<file path="config.mk">
export PLATFORM = sky130hd
export DESIGN_NAME = data_store_fifo
export DESIGN_NICKNAME = d
export VERILOG_FILES = /design/src/rtl/data_store_fifo.sv
export SDC_FILE = /design/constraint.sdc
export NUM_CORES = 1
export LEC_CHECK = 0
export CAP_MARGIN = 20
export CORE_ASPECT_RATIO = 0.5
export CORE_MARGIN = 8
export CORE_UTILIZATION = 54
export DETAILED_ROUTE_END_ITERATION = 10
export PLACE_DENSITY_LB_ADDON = 0.12
export SLEW_MARGIN = 20
export SYNTH_ARGS = -nofsm -noshare
export SYNTH_HDL_FRONTEND = slang
export SYNTH_SLANG_ARGS = --single-unit
</file>
<file path="constraint.sdc">
create_clock -name clk -period 3.9 [get_ports clk]
set_input_delay 0.975 -clock clk [delete_from_list [all_inputs] [get_ports clk]]
set_output_delay 0.975 -clock clk [all_outputs]
set_load 0.01 [all_outputs]
</file>
<file path="src/rtl/data_store_fifo.sv">
// rtl/data_store_fifo.sv - committed-store buffer draining byte/half/word stores to memory
module data_store_fifo #(
    parameter int DEPTH = 4
) (
    input  logic                     clk,
    input  logic                     reset,
    input  logic [31:0]              datafifo_addr_in,
    input  logic [31:0]              datafifo_val_in,
    input  logic [1:0]               datafifo_size_in,
    input  logic                     datafifo_valid_in,
    output logic                     datafifo_full,
    output logic [31:0]              mem_wr_addr,
    output logic [31:0]              mem_wr_data,
    output logic [3:0]               mem_wr_strb,
    output logic                     mem_wr_valid,
    input  logic                     mem_wr_ready,
    input  logic                     mem_wr_access_fault,
    output logic                     store_fault_valid,
    output logic [31:0]              store_fault_addr,
    input  logic [31:0]              lookup_addr,
    output logic                     lookup_hit,
    output logic                     empty,
    output logic [$clog2(DEPTH):0]   count,
    output logic                     overflow_err
);
    localparam int PW = $clog2(DEPTH);
    localparam int CW = PW + 1;
    localparam logic [CW-1:0] FULL_CNT = CW'(DEPTH);
    localparam logic [PW-1:0] PTR_ONE  = PW'(1);

    logic [31:0] addr_mem [DEPTH];
    logic [31:0] val_mem  [DEPTH];
    logic [1:0]  size_mem [DEPTH];

    logic [PW-1:0] head, tail;
    logic          push, pop;
    logic [31:0]   h_addr, h_val;
    logic [1:0]    h_size;
    logic          unused_lookup_low;

    assign unused_lookup_low = ^lookup_addr[1:0];

    // Status comes from the registered count only, keeping full/empty off the input paths.
    assign datafifo_full = (count == FULL_CNT);
    assign empty         = (count == '0);
    assign mem_wr_valid  = !empty;
    assign push          = datafifo_valid_in && !datafifo_full;
    assign pop           = mem_wr_valid && mem_wr_ready;

    always_ff @(posedge clk) begin
        if (push) begin
            addr_mem[tail] <= datafifo_addr_in;
            val_mem[tail]  <= datafifo_val_in;
            size_mem[tail] <= datafifo_size_in;
        end
    end

    always_ff @(posedge clk or negedge reset) begin
        if (!reset) begin
            head         <= '0;
            tail         <= '0;
            count        <= '0;
            overflow_err <= 1'b0;
        end else begin
            if (push) tail <= tail + PTR_ONE;
            if (pop)  head <= head + PTR_ONE;
            if (push && !pop)
                count <= count + CW'(1);
            else if (pop && !push)
                count <= count - CW'(1);
            if (datafifo_valid_in && datafifo_full)
                overflow_err <= 1'b1;
        end
    end

    always_ff @(posedge clk or negedge reset) begin
        if (!reset) begin
            store_fault_valid <= 1'b0;
            store_fault_addr  <= '0;
        end else begin
            store_fault_valid <= pop && mem_wr_access_fault;
            if (pop && mem_wr_access_fault)
                store_fault_addr <= h_addr;
        end
    end

    assign h_addr = addr_mem[head];
    assign h_val  = val_mem[head];
    assign h_size = size_mem[head];
    assign mem_wr_addr = {h_addr[31:2], 2'b00};

    // Lane steering: narrow stores are replicated so memory picks lanes by strobe alone.
    always_comb begin
        mem_wr_strb = 4'b0000;
        mem_wr_data = h_val;
        case (h_size)
            2'd0: begin
                mem_wr_strb = 4'b0001 << h_addr[1:0];
                mem_wr_data = {4{h_val[7:0]}};
            end
            2'd1: begin
                mem_wr_strb = 4'b0011 << {h_addr[1], 1'b0};
                mem_wr_data = {2{h_val[15:0]}};
            end
            2'd2: mem_wr_strb = 4'b1111;
            default: mem_wr_strb = 4'b0000;
        endcase
    end

    // An entry is occupied when its distance from head is below count.
    always_comb begin
        logic [PW-1:0] off;
        lookup_hit = 1'b0;
        off        = '0;
        for (int i = 0; i < DEPTH; i++) begin
            off = PW'(i) - head;
            if (({1'b0, off} < count) && (addr_mem[i][31:2] == lookup_addr[31:2]))
                lookup_hit = 1'b1;
        end
    end
endmodule

</file>
==> results of run 1 <==
critical path, stage by stage:
cell             delay [ps]
clkdlybuf4s50_1         480
xor2_1                  210
nor4_2                  320
nand4_1                 130
or4_1                   540
nand4_1                 170
buf_2                   160
path summary, 6_finish.rpt:
check / start / slack [ps] / endpoint / depth (start not counted)
worst min-delay path: reset / 420 / store_fault_addr[18] / 1
worst min register to register: store_fault_addr[18] / 500 / store_fault_addr[18] / 1
max in group asynchronous: reset / 3050 / head[0] / 1
min in group clk: store_fault_addr[18] / 500 / store_fault_addr[18] / 1
worst max register to register: count[2] / 1360 / count[2] / 9
worst max-delay path: lookup_addr[8] / -50 / lookup_hit / 7
flip-flops by register name (all words and copies together), names as in the netlist:
signal / flops
addr_mem: 128
val_mem: 128
store_fault_addr: 32
size_mem: 8
count: 3
head: 2
tail: 2
overflow_err: 1
store_fault_valid: 1
synth_stat cells:
cell       number  share of area, %
nand2_1        12              0.34
mux2i_1         8              0.60
mux4_2         66                11
buf_2          11              0.41
nor2_8          1              0.15
a21o_1          1             0.056
nand3_1         1             0.037
mux2_2         49               4.1
and2_1          5              0.23
xnor2_1        61               4.0
nor2_1          4              0.11
nand4_1        19              0.89
buf_4          36               2.0
o21bai_1        1             0.056
nor2b_1         2             0.094
a21oi_1         7              0.26
buf_6          10              0.84
edfxtp_1      264                59
nor3_1          1             0.037
fa_1            1              0.15
nor4_1         14              0.66
ha_1            9              0.84
a2111oi_0       3              0.20
nand2b_1        1             0.047
xor2_1         66               4.3
conb_1          1             0.028
a2111oi_1       1             0.075
clkbuf_1        8              0.22
dfrtp_1        41               7.7
inv_1          12              0.34
o21ai_0        10              0.37
or4_1           2              0.11
or3_1           1             0.047
a2111o_1        2              0.17
nand3_2         1             0.075
metrics by stage:
step	cell area (um^2)	utilization (%)	total power, mW	TNS [ps]	worst slack [ps]
after floorplan	13400	-	7.98	0	565
final	17100	70.7	13.1	-50.4	-50.4
after CTS	16900	70.1	13.2	-74.2	-74.2
after detailed placement	15900	65.9	10.4	-652	-652
after global routing	17100	70.7	13.7	-90.5	-84.5
after global placement	15900	65.9	10.3	-688	-688
timing repair:
item,4_1_cts,5_1_grt
setup buffers,8,3
setup endpoints to repair,32,27
gates cloned,2,1
pin swaps,6,4
resized for setup,38,21
endpoints found under the hold margin,0,0
power by group:
group | internal, mW | leakage (nW) | total, mW | switching, mW
sequential | 4.38 | 2.90 | 4.71 | 0.327
clock | 1.41 | 0.416 | 2.59 | 1.18
combinational | 3.09 | 2.71 | 5.84 | 2.75
total | 8.89 | 6.03 | 13.1 | 4.25
layout make-up:
class | count | area, um^2
Antenna cell | 1 | 2.50
Clock buffer | 32 | 694
Clock inverter | 17 | 150
Fill cell | 1578 | 7070
Inverter | 12 | 45.0
Multi-Input combinational cell | 351 | 4020
Sequential cell | 305 | 8960
Tap cell | 336 | 420
Timing Repair Buffer | 278 | 2810
kinds of logic (layout without fill, tap and decap cells):
| family | after synthesis | after routing | synth area share [%] |
|---|---|---|---|
| AOI/OAI and AO/OA | 25 | 25 | 1.19 |
| xor gates and xnor gates | 127 | 127 | 8.32 |
| adders and majority gates | 10 | 10 | 0.992 |
| buffers and inverters | 77 | 339 | 3.84 |
| DFF | 305 | 305 | 67.0 |
| muxes | 123 | 123 | 15.8 |
| other | 1 | 3 | 0.0280 |
| and+or+nand+nor | 64 | 64 | 2.83 |
per-layer routing:
| layer | GRT usage, % | share of wire, % | up-vias |
|---|---|---|---|
| met5 | 0 | 0.031 | - |
| met4 | 4.03 | 1.3 | 2 |
| met3 | 4.98 | 6.6 | 34 |
| met2 | 36.0 | 51 | 253 |
| met1 | 27.1 | 41 | 3818 |
| li1 | - | - | 3291 |
==> results.md, run 1 <==
- Non-filler cells, final: 1332
- Routed Antenna Nets: 0
- Most frequent cells in the layout: 264 x edfxtp_1, 180 x clkdlybuf4s50_1, 66 x mux4_2
- Vias in the first global route: 7891
- Initial antenna violation count: 2
- Root Driver: clkbuf_16
- Via count: 7398
- Max VDD drop: 0.683 mV
- Die height: 127 um
- Clk slew on worst S/H paths: approximately 70 ps
- Syn. warnings: 0
- Die ar.: 0.0304 mm^2
- Worst-path fanout max: 2
- Max Fclk: 253 MHz
- Syn Inst Count: 732
- Leakage power: 6.03 nW
- Max Transition Viols Final: 0
- GP Congestion: between 0.8 and 0.9
- Area grow syn2layout: 27.9%
- Final WL: 32400 um
- RSZ-0062 raised after global routing: true
- Detail Placement HPWL: about 22000 um
- Final WS setup: -50.4 ps
- Fin Hold WS: 418 ps
- Worst slew pin tran: 950 ps
- CTS Buffer Depth: 3
- Critical path data required time: 2920 ps
- Skew-Pair Late Insertion Delay: between 500 and 600 ps
- Layout cells sized above 1: 24.8%
- Grt ovf: 0
- First-pass GRT wire length: 47800 um
- DIE WIDTH: about 240 um
- Nets: 1088
- CP Launch Type: input port
- Syn avg cell area: 18.3 um^2
- GRT Overall Usage: 20.9%
- Largest net degree at the start of global routing: 42
- Seq/Total Area, Yosys: approximately two thirds
- Hold WC Path Type: in -> async
- Initial DRT Pass Iterations: 7
- Tcrit/Tclk final: 101%
- DRT iter0 DRCs: 560
- # clock sinks: 305
- Commonest non-fill, non-tap cell in the layout: edfxtp_1
- Dpl cells: 1268
- Setup CP Type: in -> out
- Port Buffers: between 200 and 250
- Std cell rows: 40
- Synthesized area: 0.0134 mm^2
- Core Area: 0.0242 mm^2
- Status: finished with violations
- Flops & latches, synth: 305
- Clock Skew: 7.51 ps
- Vias per std cell: 5.55
- DRC viols: 0
- Crit. End Element: output port
- Distinct cell type count after synthesis: 35
- Endpoints failing setup: 1
- Wire length per cell: 24.3 um
- Critical Path AT: 2980 ps
- H-tree depth: 1
- Minimum clock period: 3950 ps
- Failing checks: negative setup slack
- Final hold vios: 0
- IO Count: 212
- Post-cts hold buffer count: 0
- CTS tree: yes
- Starting Density: between 50 and 60%
- # Max-Cap Violations: 0
- Clock buffer count from CTS: 27
- Power Density: 769 mW/mm^2
- Slew margin rel.: 36.6%
Power figures use the tool's default switching activity.
==> inputs of run 2 (changes only) <==
--- a/config.mk
+++ b/config.mk
@@ -11,7 +11,6 @@
 export CORE_UTILIZATION = 54
 export DETAILED_ROUTE_END_ITERATION = 10
 export PLACE_DENSITY_LB_ADDON = 0.12
-export SLEW_MARGIN = 20
 export SYNTH_ARGS = -nofsm -noshare
 export SYNTH_HDL_FRONTEND = slang
 export SYNTH_SLANG_ARGS = --single-unit
==> run 2 against run 1 <==
Compared with the run above: the run still ends with negative setup slack left; via count hardly changed; global-route usage stayed put; critical path depth stayed put; non-clock buffer count is 1 higher; wire length hardly changed; setup slack worse by 14 ps; clock skew hardly changed; combinational power hardly changed; maximum frequency is 0.35% lower; sequential share of layout area is 0.076 points lower; cell count hardly changed; highest routed layer unchanged.
==> results.md, run 2 (synthesis results as in run 1) <==
- Status: finished with violations
- Failing checks: negative setup slack
- Pwr Total: 13.1 mW (about the same)
- Clock Skew: 7.47 ps (-0.0461 ps)
- Die height: 127 um (unchanged)
- Wire length per cell: 24.3 um (about the same)
- Starting Density: 55.3% (unchanged)
- Clock buffer count from CTS: 27 (unchanged)
- Final WS setup: -64.2 ps (-13.9 ps)
- Detail Placement HPWL: 22100 um (unchanged)
- Final WL: 32400 um (about the same)
- Final hold vios: 0 (unchanged)
- Area grow syn2layout: 28.1%
- IO Count: 212 (unchanged)
- DRC viols: 0 (unchanged)
- Reg2reg start: count[2]
- Switching share of power: 32.4% (about the same)
- Via count: 7397 (-0.014%)
- H-tree depth: 1 (unchanged)
- Initial DRT Pass Iterations: 8 (+1)
- GRT Overall Usage: 20.9% (unchanged)
- Power Density: 768 mW/mm^2 (-0.10%)
- Critical Path AT: 2990 ps (about the same)
- Hold WC Path Type: in -> async
- CP Launch Type: input port
- Max VDD drop: 0.683 mV (about the same)
- GP Congestion: 0.839 (unchanged)
- Leakage power: 6.04 nW (+0.20%)
- P_sw: 4.26 mW (about the same)
- Nets: 1089 (+0.092%)
- Fin util: 70.8% (+0.10 points)
- Critical path launch point: lookup_addr[8]
- Worst-path fanout max: 2 (unchanged)
- CTS Buffer Depth: 3 (unchanged)
- Port Buffers: 207 (unchanged)
- Fin area: 0.0171 mm^2 (+0.15%)
- Flop pwr share: 35.8% (about the same)
- Crit. End Element: output port
- Reg2Reg Capture Point: count[2]
- DIE WIDTH: 239 um (unchanged)
- Root Driver: clkbuf_16
- Vias in the first global route: 7891 (unchanged)
- Most frequent cells in the layout: 264 x edfxtp_1, 180 x clkdlybuf4s50_1, 66 x mux4_2
- CTS tree: yes
- RSZ-0062 raised after global routing: true
- Vias per std cell: 5.55 (about the same)
- Gate power share: 44.5% (about the same)
- Die ar.: 0.0304 mm^2 (unchanged)
- Tcrit/Tclk final: 102% (+0.36 points)
- Layout cells sized above 1: 24.9% (+0.075 points)
- Grt ovf: 0 (unchanged)
- Initial antenna violation count: 2 (unchanged)
- # fillers: 1575 (-0.19%)
- Max Transition Viols Final: 0 (unchanged)
- # clock sinks: 305 (unchanged)
- Cell Int Power: 8.89 mW (about the same)
- Minimum clock period: 3960 ps (+13.9 ps)
- R2R cell count: 9 (unchanged)
- Worst R2R Setup Slack: 1350 ps (about the same)
- Core Area: 0.0242 mm^2 (unchanged)
- Slew margin rel.: 37.6% (+0.95 points)
- Critical path data required time: 2920 ps (about the same)
- Commonest non-fill, non-tap cell in the layout: edfxtp_1
- # Max-Cap Violations: 0 (unchanged)
- Std cell rows: 40 (unchanged)
- Clk slew on worst S/H paths: 70 ps (about the same)
- Worst slew pin tran: 936 ps (-14.2 ps)
- Skew-Pair Late Insertion Delay: 550 ps (about the same)
- Endpoints failing setup: 1 (unchanged)
- Post-cts hold buffer count: 0 (unchanged)
- Clock power frac: 19.7% (about the same)
- First-pass GRT wire length: 47800 um (unchanged)
- DRT iter0 DRCs: 485 (-13%)
- Setup CP Type: in -> out
- Largest regs: addr_mem (128), val_mem (128), store_fault_addr (32)
- Max Fclk: 252 MHz (-0.35%)
- CP Capture Point: lookup_hit
- Routed Antenna Nets: 0 (unchanged)
- Largest net degree at the start of global routing: 42 (unchanged)
- Post-DP Area: 0.0159 mm^2 (unchanged)
-- run 2: worst min path at each step --
stage / start / end / depth (start not counted)
after CTS: store_fault_addr[9] / store_fault_addr[9] / 1
after detailed placement: overflow_err / overflow_err / 1
after global routing: reset / store_fault_addr[18] / 1
final: reset / store_fault_addr[18] / 1
after global placement: overflow_err / overflow_err / 1
after floorplan: overflow_err / overflow_err / 1
-- run 2: power groups by stage --
stage                     Combinational, mW  Sequential, mW  Clock (mW)
after floorplan                        3.17            4.81           0
after global placement                 5.62            4.71           0
after detailed placement               5.63            4.76           0
after CTS                              5.83            4.71        2.64
after global routing                   6.22            4.78        2.76
final                                  5.85            4.71        2.59
-- run 2: area by class of cell --
| type | count | area, um^2 | share of cell area (%) |
|---|---|---|---|
| antenna | 1 | 2.50 | 0.0146 |
| clock buffer | 32 | 694 | 4.05 |
| clock inverter | 17 | 150 | 0.877 |
| inverter | 12 | 45.0 | 0.263 |
| multi-input combinational | 351 | 4020 | 23.5 |
| sequential | 305 | 8960 | 52.3 |
| tap | 336 | 420 | 2.45 |
| timing repair buffer | 279 | 2830 | 16.5 |
-- run 2: worst max-delay path, cell delays in order --
cell	delay, ps
clkdlybuf4s50_1	480
xor2_1	210
nor4_2	340
nand4_1	130
or4_1	540
nand4_1	160
buf_2	160
-- run 2: per-stage QoR --
stage | setup WS (ps) | setup TNS [ps] | hold slack [ps] | cells
CTS | -74.2 | -74.2 | 507 | 1327
global placement | -688 | -688 | 444 | 1268
detailed placement | -652 | -652 | 492 | 1268
global route | -84.5 | -90.5 | 438 | 1333
floorplan | 565 | 0 | 493 | 733
finish | -64.2 | -64.2 | 405 | 1333
-- run 2: what timing repair did --
| item | CTS | global route |
|---|---|---|
| gates resized for setup | 38 | 21 |
| buffers inserted | 8 | 3 |
| pin swaps | 6 | 4 |
| endpoints found under the setup margin | 32 | 27 |
| cloned | 2 | 1 |
-- run 2: metal layers --
metal | global-route usage, % | up-vias | share of wire (%)
li1 | - | 3294 | -
met1 | 27.1 | 3804 | 40
met2 | 36.0 | 263 | 51
met3 | 4.98 | 34 | 7.1
met4 | 4.03 | 2 | 1.4
met5 | 0 | - | 0.031
==> inputs of run 3 (changes only) <==
--- a/config.mk
+++ b/config.mk
@@ -10,7 +10,9 @@
 export CORE_MARGIN = 8
 export CORE_UTILIZATION = 54
 export DETAILED_ROUTE_END_ITERATION = 10
+export GPL_ROUTABILITY_DRIVEN = 0
 export PLACE_DENSITY_LB_ADDON = 0.12
+export SKIP_LAST_GASP = 1
 export SYNTH_ARGS = -nofsm -noshare
 export SYNTH_HDL_FRONTEND = slang
 export SYNTH_SLANG_ARGS = --single-unit
==> run 3 against run 2 <==
Compared with the run above: clock-buffer cell count is the same; critical path type unchanged; register-to-register slack gained 20 ps; cell count is essentially flat; largest power group unchanged; first-iteration DRC count grew 11%; setup slack lost 23 ps; core utilization is essentially flat; sequential power is essentially flat; die area is the same; combinational power is essentially flat; clock power is essentially flat; hold slack lost 1.3 ps; the flow still finishes with violations (negative setup slack); global-route usage is essentially flat.
==> results.md, run 3 (synthesis results as in run 1) <==
- Die ar.: 0.0304 mm^2 (unchanged)
- Via count: 7412 (+0.20%)
- Clk slew on worst S/H paths: 70 ps (about the same)
- Gate power share: 44.5% (about the same)
- GRT Overall Usage: 20.9% (about the same)
- Cell Int Power: 8.91 mW (+0.24%)
- DRT iter0 DRCs: 540 (+11%)
- Power Density: 769 mW/mm^2 (+0.14%)
- Setup TNS: -87.1 ps (-22.8 ps)
- CTS tree: yes
- Root Driver: clkbuf_16
- Clock power frac: 19.7% (about the same)
- Crit-path cells: clkdlybuf4s50_1 > xor2_1 > nor4_2 > nand4_1 > or4_1 > nand4_1 > buf_2
- GR Util met1: 27.1% (about the same)
- Max Fclk: 251 MHz (-0.57%)
- CP Launch Type: input port
- Setup CP Type: in -> out
- Initial DRT Pass Iterations: 5 (-3)
- Crit. End Element: output port
- P_sw: 4.25 mW (-0.23%)
- Leakage power: 6.05 nW (+0.21%)
- Worst R2R Setup Slack: 1370 ps (+20 ps)
- Reg2reg start: count[2]
- Hold WC Path Type: in -> async
- Skew-Pair Late Insertion Delay: 550 ps (about the same)
- Critical Path AT: 3010 ps (+20 ps)
- # clock sinks: 305 (unchanged)
- Largest regs: addr_mem (128), val_mem (128), store_fault_addr (32)
- CTS Buffer Depth: 3 (unchanged)
- Slew margin rel.: 37.5% (about the same)
- Nets: 1090 (+0.092%)
- RSZ-0062 raised after global routing: true
- Failing checks: negative setup slack
- Grt ovf: 0 (unchanged)
- Clock buffer count from CTS: 27 (unchanged)
- Commonest non-fill, non-tap cell in the layout: edfxtp_1
- Max VDD drop: 0.697 mV (+2.2%)
- Port Buffers: 207 (unchanged)
- Detail Placement HPWL: 22100 um (unchanged)
- DIE WIDTH: 239 um (unchanged)
- Worst slew pin tran: 937 ps (+0.472 ps)
- Initial antenna violation count: 2 (unchanged)
- Core Area: 0.0242 mm^2 (unchanged)
- Critical path data required time: 2920 ps (about the same)
- Wire length per cell: 24.2 um (-0.28%)
- First-pass GRT wire length: 47800 um (about the same)
- Worst path most repeated cell: nand4_1
- Vias per std cell: 5.56 (+0.13%)
- Fin util: 70.8% (about the same)
- Grt met2 use: 36.0% (unchanged)
- Status: finished with violations
- Post-cts hold buffer count: 0 (unchanged)
- Starting Density: 55.3% (unchanged)
- Vias in the first global route: 7894 (+0.038%)
- Die height: 127 um (unchanged)
- Layout cells sized above 1: 24.9% (-0.025 points)
- Tcrit/Tclk final: 102% (+0.59 points)
- R2R cell count: 9 (unchanged)
- GRT busiest layer: met2
- Reg2Reg Capture Point: count[2]
- Minimum clock period: 3990 ps (+22.8 ps)
- Crit path largest cell delay: 540 ps (about the same)
- Max Transition Viols Final: 0 (unchanged)
- Final hold vios: 0 (unchanged)
- DRC viols: 0 (unchanged)
- H-tree depth: 1 (unchanged)
- Worst-path fanout max: 2 (unchanged)
- GR Layer Usage met3: 4.98% (unchanged)
- Most frequent cells in the layout: 264 x edfxtp_1, 184 x clkdlybuf4s50_1, 66 x mux4_2
- Largest net degree at the start of global routing: 42 (unchanged)
- Switching share of power: 32.3% (-0.10 points)
- Flop pwr share: 35.7% (about the same)
- Fin Hold WS: 403 ps (-1.31 ps)
- IO Count: 212 (unchanged)
- Area grow syn2layout: 28.0% (about the same)
- Std cell rows: 40 (unchanged)
- # Max-Cap Violations: 0 (unchanged)
- Slowest-stage cell, CP: or4_1
- Endpoints failing setup: 1 (unchanged)
- Routed Antenna Nets: 0 (unchanged)
- Clock Skew: 7.65 ps (+0.187 ps)
- Final WS setup: -87.1 ps (-22.8 ps)
- Final WL: 32300 um (-0.20%)
## run 3: changes by cell type in the layout (fill, tap and decap cells not counted)
cell             delta
dlygate4sd2_1       -6
nor4_4              -1
clkdlybuf4s50_1     +4
dlymetal6s2s_1      +2
xor2_1              +1
xor2_4              -1
nor4_2              +1
buf_4               +1
## run 3: routing by layer
layer,part of all wire (%),routed length (um),up-vias
met2,51,16400,258
met4,1.6,517,2
met3,7.1,2300,40
li1,-,-,3303
met5,0.040,13,-
met1,40,13100,3809
## run 3: through the flow
stage | setup WS, ps | std cells | power [mW] | cell area [um^2]
2_1_floorplan | 565 | 733 | 7.98 | 13400
3_3_place_gp | -688 | 1268 | 10.3 | 15900
3_5_place_dp | -652 | 1268 | 10.4 | 15900
4_1_cts | -99.6 | 1327 | 13.2 | 16900
5_1_grt | -94.8 | 1334 | 13.8 | 17100
6_report | -87.1 | 1334 | 13.2 | 17100
## run 3: how the worst max path moves through the flow
stage	startpoint	end	slack, ps	depth (start not counted)
final	lookup_addr[8]	lookup_hit	-90	7
after global placement	lookup_addr[13]	lookup_hit	-690	8
after global routing	lookup_addr[28]	lookup_hit	-90	8
after detailed placement	lookup_addr[29]	lookup_hit	-650	8
after floorplan	datafifo_valid_in	addr_mem[0][0]	570	3
after CTS	lookup_addr[21]	lookup_hit	-100	8
## run 3: layout make-up
| cell class | count | area (um^2) |
|---|---|---|
| Sequential cell | 305 | 8960 |
| Fill cell | 1568 | 7060 |
| Multi-Input combinational cell | 351 | 4000 |
| Timing Repair Buffer | 280 | 2850 |
| Clock buffer | 32 | 694 |
| Tap cell | 336 | 420 |
| Clock inverter | 17 | 150 |
| Inverter | 12 | 45.0 |
| Antenna cell | 1 | 2.50 |
## run 3: what timing repair did
item | CTS | global route
resized for setup | 31 | 21
gates cloned | 2 | 1
hold endpoints to repair | 0 | 0
pin swaps | 6 | 3
setup buffers | 8 | 4
endpoints found under the setup margin | 32 | 29
## run 3: worst max-delay path: cells and delay by family
| family | cells | cell delay, ps |
|---|---|---|
| buffers and inverters | 2 | 640 |
| AND/OR/NAND/NOR | 4 | 1170 |
| XOR/XNOR | 1 | 220 |
## run 3: power by group through the flow
stage / clock network, mW / logic, mW / registers (mW)
final: 2.60 / 5.86 / 4.70
after global routing: 2.76 / 6.24 / 4.77
after CTS: 2.64 / 5.85 / 4.71
after detailed placement: 0 / 5.63 / 4.76
after global placement: 0 / 5.62 / 4.71
after floorplan: 0 / 3.17 / 4.81
